$ cat src/rtl/bcd_counter.sv
// Multi-digit BCD up/down counter with saturating load, clear, wrap pulse and
// a leading-zero mask for the downstream seven-segment display stage.
module bcd_counter #(
  parameter int NUM_DIGITS = 4
) (
  input  logic                    clk,
  input  logic                    n_rst,
  input  logic                    clear,
  input  logic                    load,
  input  logic [4*NUM_DIGITS-1:0] load_value,
  input  logic                    count_enable,
  input  logic                    count_up,
  output logic [4*NUM_DIGITS-1:0] digits,
  output logic                    rollover_flag,
  output logic [NUM_DIGITS-1:0]   lz_mask
);
  localparam int W = 4 * NUM_DIGITS;

  logic [W-1:0]        r_digits;
  logic                r_rollover;
  logic [W-1:0]        w_next_digits;
  // w_chain[i]=1 when every digit below i is at its wrap value, so digit i steps
  logic [NUM_DIGITS:0] w_chain;
  logic                w_wrap;

  assign w_chain[0] = 1'b1;
  assign w_wrap     = count_enable & ~clear & ~load & w_chain[NUM_DIGITS];

  genvar gi;
  generate
    for (gi = 0; gi < NUM_DIGITS; gi++) begin : g_digit
      logic [3:0] w_cur;
      logic [3:0] w_ld;
      logic [3:0] w_ld_sat;
      logic [3:0] w_step;

      assign w_cur    = r_digits[4*gi +: 4];
      assign w_ld     = load_value[4*gi +: 4];
      assign w_ld_sat = (w_ld > 4'd9) ? 4'd9 : w_ld;
      assign w_step   = count_up ? ((w_cur == 4'd9) ? 4'd0 : w_cur + 4'd1)
                                 : ((w_cur == 4'd0) ? 4'd9 : w_cur - 4'd1);

      assign w_chain[gi+1] = w_chain[gi] &
                             (count_up ? (w_cur == 4'd9) : (w_cur == 4'd0));

      assign w_next_digits[4*gi +: 4] =
        clear                         ? 4'd0     :
        load                          ? w_ld_sat :
        (count_enable && w_chain[gi]) ? w_step   : w_cur;

      // digit 0 is never blanked so a zero count still shows one digit
      if (gi == 0) begin : g_lz0
        assign lz_mask[gi] = 1'b0;
      end else begin : g_lzn
        assign lz_mask[gi] = (r_digits[W-1:4*gi] == '0);
      end
    end
  endgenerate

  always_ff @(posedge clk or negedge n_rst) begin
    if (!n_rst) begin
      r_digits   <= '0;
      r_rollover <= 1'b0;
    end else begin
      r_digits   <= w_next_digits;
      r_rollover <= w_wrap;
    end
  end

  assign digits        = r_digits;
  assign rollover_flag = r_rollover;
endmodule

$ cat config.mk
export PLATFORM = sky130hd
export DESIGN_NAME = bcd_counter
export DESIGN_NICKNAME = d
export VERILOG_FILES = /design/src/rtl/bcd_counter.sv
export SDC_FILE = /design/constraint.sdc
export NUM_CORES = 1
export LEC_CHECK = 0
export ABC_AREA = 1
export CAP_MARGIN = 20
export CELL_PAD_IN_SITES_DETAIL_PLACEMENT = 0
export CELL_PAD_IN_SITES_GLOBAL_PLACEMENT = 2
export CORE_ASPECT_RATIO = 0.6
export CORE_UTILIZATION = 26
export CTS_CLUSTER_SIZE = 10
export DETAILED_ROUTE_END_ITERATION = 16
export GPL_TIMING_DRIVEN = 0
export PLACE_DENSITY_LB_ADDON = 0.08
export SLEW_MARGIN = 20
export SYNTH_ARGS = -nofsm -noshare
export SYNTH_HDL_FRONTEND = slang
export SYNTH_SLANG_ARGS = --single-unit
$ cat constraint.sdc
create_clock -name clk -period 2.15 [get_ports clk]
set_clock_uncertainty 0.2 [all_clocks]
set_input_delay 0.645 -clock clk [delete_from_list [all_inputs] [get_ports clk]]
set_output_delay 0.645 -clock clk [all_outputs]
set_load 0.1 [all_outputs]
# After elaboration in Yosys (flattened, before gate mapping)
# Cells that the tools add are included.
# W data, S select, Z words.
# op_classes
addsub,8
eq_ne,4
reduce_logical,13
order_cmp,4
muxes,32
bitwise_logic,8
# ops
op,count
$mux W4,28
$add A4 B1 Y4 const B,4
$eq A4 B4 Y1 const B,4
$gt A4 B4 Y1 const B,4
$logic_not A4 Y1,4
$sub A4 B1 Y4 const B,4
$logic_not A12 Y1,1
$reduce_bool A3 Y1,4
$logic_not A8 Y1,1
$and A1 B1 Y1,6
$mux W1,4
$logic_and A1 B1 Y1,3
$not A1 Y1,2
# totals
inputBits,22
reg_bits,17

# Logic depth before layout (Yosys ltp)
# Gate-level depths: netlist of the first run.
# depth
ltp_word,8
mapped_depth,11
ltp_nobuf,11

# Least setup slack after synthesis of the first run
# Ideal clock, no wire load.
# synth_path
path_kind,reg2out
startpoint,register r_digits[12] (netlist: digits[12])
endpoint,output port lz_mask[1]
t_arrival_ns,5.045
path_stages_with_launch,8
slack_ns,-3.740
t_required_ns,1.305
cell_sequence,dfrtp_1 -> inv_1 -> ha_1 -> nand2_1 -> nor2_1 -> inv_1 -> nor2_1 -> and3_1
# synth_between
elab_chain_len,1
# synth_lines
item,line,text
from (decl),19,logic [W-1:0] r_digits;
from (signal assigned),65,r_digits <= w_next_digits;
$logic_not A12 Y1,55,assign lz_mask[gi] = (r_digits[W-1:4*gi] == '0);
to (decl),15,output logic [NUM_DIGITS-1:0] lz_mask
# Every way passes these cells.

# Worst setup path after layout of the first run
# layout_path
startpoint,register r_digits[13] (netlist: digits[13])
endpoint,output port lz_mask[1]
# Same word-level chain as after synthesis.

==> results.json, run 1 <==
{
  "status": "finished, violations left",
  "violations": "negative setup slack",
  "critical-path-max-stage-delay_ns": 0.51,
  "synthCells": 271,
  "path_buf_inv": 3,
  "peakVddDrop_uv": 312,
  "dieWidth_um": 107,
  "intPower_w": 0.000784,
  "fin_nets": 365,
  "grt_util_all_layers_pct": 16.6,
  "numCtsBuffers": 3,
  "start_util_pct": 27.6,
  "syn-num-nets": 308,
  "worstPathArrival_ns": 1.64,
  "synth.avg_cell_area_um2": 6.39,
  "rr_endpoint": "digits[7]$_DFFE_PN0P_",
  "ant_nets": 0,
  "coreArea_um2": 6280,
  "rsz0062_at_grt": "yes",
  "first_pass_iters": 4,
  "path_cells": "inv_4, ha_4, nand2_4, nor2_4, inv_2, nor2_4, and3_4, buf_12",
  "hold_path.class": "reg -> reg",
  "ys_types": 32,
  "die_h_um": 65.2,
  "holdBufCountCts": 0,
  "insertion_delay_ns": 0.26,
  "pre_cts_ws_ns": -1.14,
  "worstHoldStart": "digits[3]$_DFFE_PN0P_",
  "worst_pin_slew_ns": 0.875,
  "worstHoldEndpoint": "digits[3]$_DFFE_PN0P_",
  "leakagePower_nw": 1.20,
  "max_freq_mhz": 403,
  "worst-setup-path-type": "reg -> out",
  "drive_above_1_share_pct": 24.2,
  "syn_to_final_growth_pct": 43.1,
  "slew_headroom_pct": 41.5,
  "final_common_cell": "nand2_1",
  "clock-sinks": 17,
  "cts_buffer_depth": 2,
  "hold_violations": 0,
  "p_per_area_nw_per_um2": 637,
  "clkPwrFrac_pct": 16.3,
  "dp_cells": 395,
  "p_sw_w": 0.000792,
  "fin_area_um2": 2480,
  "drtIter0Drc": 57,
  "gp_congestion": 0.793,
  "finalNonFillerCells": 411,
  "maxCapViolations": 0,
  "cts_htree_levels": 1,
  "synth_area_um2": 1730,
  "root_buffer": "clkbuf_8",
  "rows": 22,
  "globalRoute.totalOverflow": 0,
  "timing.rr.start": "digits[0]$_DFFE_PN0P_",
  "power_frac_comb_pct": 57.6,
  "hold_depth": 2,
  "num_antenna_cells": 0,
  "wl_per_cell_um": 13.0,
  "period_minus_slack_ns": 2.48,
  "ios": 43,
  "drc": 0,
  "path_max_fanout": 3,
  "antenna_found_initial": 0,
  "setup_viol": 3,
  "cts_tree": "yes",
  "utilization_pct": 39.5,
  "clk_pin_slew_ns": 0.08,
  "p_seq_share_pct": 26.1,
  "vias": 1867,
  "cp.required_ns": 1.30,
  "routed_wl_um": 5330,
  "drv_slew": 0,
  "reg2reg_depth": 10,
  "start_kind": "flip-flop",
  "placed_cell_area_um2": 2300,
  "die_area_um2": 7000,
  "numPortBuffers": 40,
  "ys_ff_latch": 17,
  "crit_top_cell": "nor2_4",
  "mostFrequentLayoutCells": "nand2_1, nand3_1, inv_1, o21ai_0, clkdlybuf4s50_1",
  "endpoint_kind": "output port",
  "grt_max_degree": 18,
  "seqCellArea_um2": 444,
  "multi_input_area_um2": 1190,
  "finalWorstSetupSlack_ns": -0.331,
  "fill_cells": 688,
  "synth-seq-area-share_pct": 24.6,
  "hpwl_um": 4100,
  "slowest_stage": "dfrtp_4",
  "p_sw_share_pct": 50.3,
  "fin_crit_sh_pct": 115,
  "r2r_setup_slack_ns": 0.20,
  "cp_top_family": "flip-flops",
  "grt_pass1_vias": 1786,
  "grt_pass1_wl_um": 8870,
  "ys_warn_count": 0,
  "vias_per_cell": 4.54
}
synthesized netlist by cell type:
library cell  instances  share of area (%)
nand4_1               6                2.2
and3_1                1               0.36
clkbuf_1              1               0.22
nand2_2               2               0.72
o22ai_1               2               0.72
a21oi_1               7                2.0
conb_1                1               0.22
clkinv_1              1               0.22
buf_2                 3               0.87
nand2_4               1               0.65
inv_1                23                5.0
buf_4                 2               0.87
ha_1                 15                 11
nor2_4                1               0.65
nand3_1              34                9.8
nand2_1              88                 19
buf_6                 1               0.65
a21boi_0              1               0.43
o211ai_1              4                1.7
nor2_2                1               0.36
dfrtp_1              17                 25
a31oi_1               1               0.36
or2_2                 2               0.72
xor2_1                3                1.5
nand3_2               4                2.3
inv_2                 6                1.3
xnor2_1               1               0.51
nand3b_1              1               0.43
nor2_1               18                3.9
o21ai_1               4                1.2
and2_1                1               0.36
o21ai_0              18                5.2
timing repair:
item,CTS,global route
endpoints found under the hold margin,0,0
setup buffers,10,3
endpoints found under the setup margin,24,15
gates resized for setup,91,13
pin swaps,4,0
flip-flops by register name (all words and copies together), names as in the netlist:
register	flops
digits	16
rollover_flag	1
cells by family (layout without fill, tap and decap cells):
group,after synthesis,in the layout,synth area share (%)
AOI/OAI and AO/OA,37,37,11.6
xor gates and xnor gates,4,4,2.02
adders and majority gates,15,15,10.8
buffers and inverters,37,93,9.11
DFF,17,17,24.6
other,1,1,0.217
and+or+nand+nor,160,160,41.6
layer usage:
layer	up-vias	global-route usage (%)	wire (um)
li1	999	-	-
met1	831	24.2	2880
met2	35	25.6	2210
met3	2	3.57	212
met4	0	2.05	25
met5	-	0	0
power by group through the flow:
stage / clock, W / combinational [W] / sequential (W)
after CTS: 0.000262 / 0.000900 / 0.000412
after global routing: 0.000283 / 0.000984 / 0.000419
after global placement: 0 / 0.000849 / 0.000424
final: 0.000257 / 0.000909 / 0.000411
after detailed placement: 0 / 0.000845 / 0.000424
after floorplan: 0 / 0.000389 / 0.000656
tightest hold or removal path: stages (launching register included):
cell and delay (ns):
dfrtp_1 0.41, nand2_1 0.07, nand2_1 0.06
worst max path at each step:
stage               slack (ns)                   start          to  depth (start not counted)
floorplan                -1.31  digits[13]$_DFFE_PN0P_  lz_mask[1]                          7
global placement         -1.15  digits[12]$_DFFE_PN0P_  lz_mask[1]                          8
detailed placement       -1.14  digits[12]$_DFFE_PN0P_  lz_mask[1]                          8
CTS                      -0.35  digits[12]$_DFFE_PN0P_  lz_mask[1]                          8
global route             -0.39  digits[13]$_DFFE_PN0P_  lz_mask[1]                          8
finish                   -0.33  digits[13]$_DFFE_PN0P_  lz_mask[1]                          8
area by class of cell:
class / instances / share of cell area (%)
Inverter: 30 / 4.95
Timing Repair Buffer: 52 / 21.1
Multi-Input combinational cell: 217 / 48.0
Tap cell: 84 / 4.24
Buffer: 7 / 2.02
Clock buffer: 4 / 1.82
Sequential cell: 17 / 17.9
metrics by stage:
stage	setup TNS (ns)	hold slack, ns	power (W)
global route	-1.06	0.415	0.00169
CTS	-0.757	0.373	0.00157
detailed placement	-10.42	0.358	0.00127
global placement	-10.50	0.368	0.00127
floorplan	-2.36	0.149	0.00104
finish	-0.872	0.372	0.00158
Note: power is estimated with default switching activity, not from simulation.
==> run 2: changes to the inputs <==
- HOLD_SLACK_MARGIN: default -> 0.15
==> results of run 2 <==
The final DEF is identical to that of run 1; final timing and power are the same.
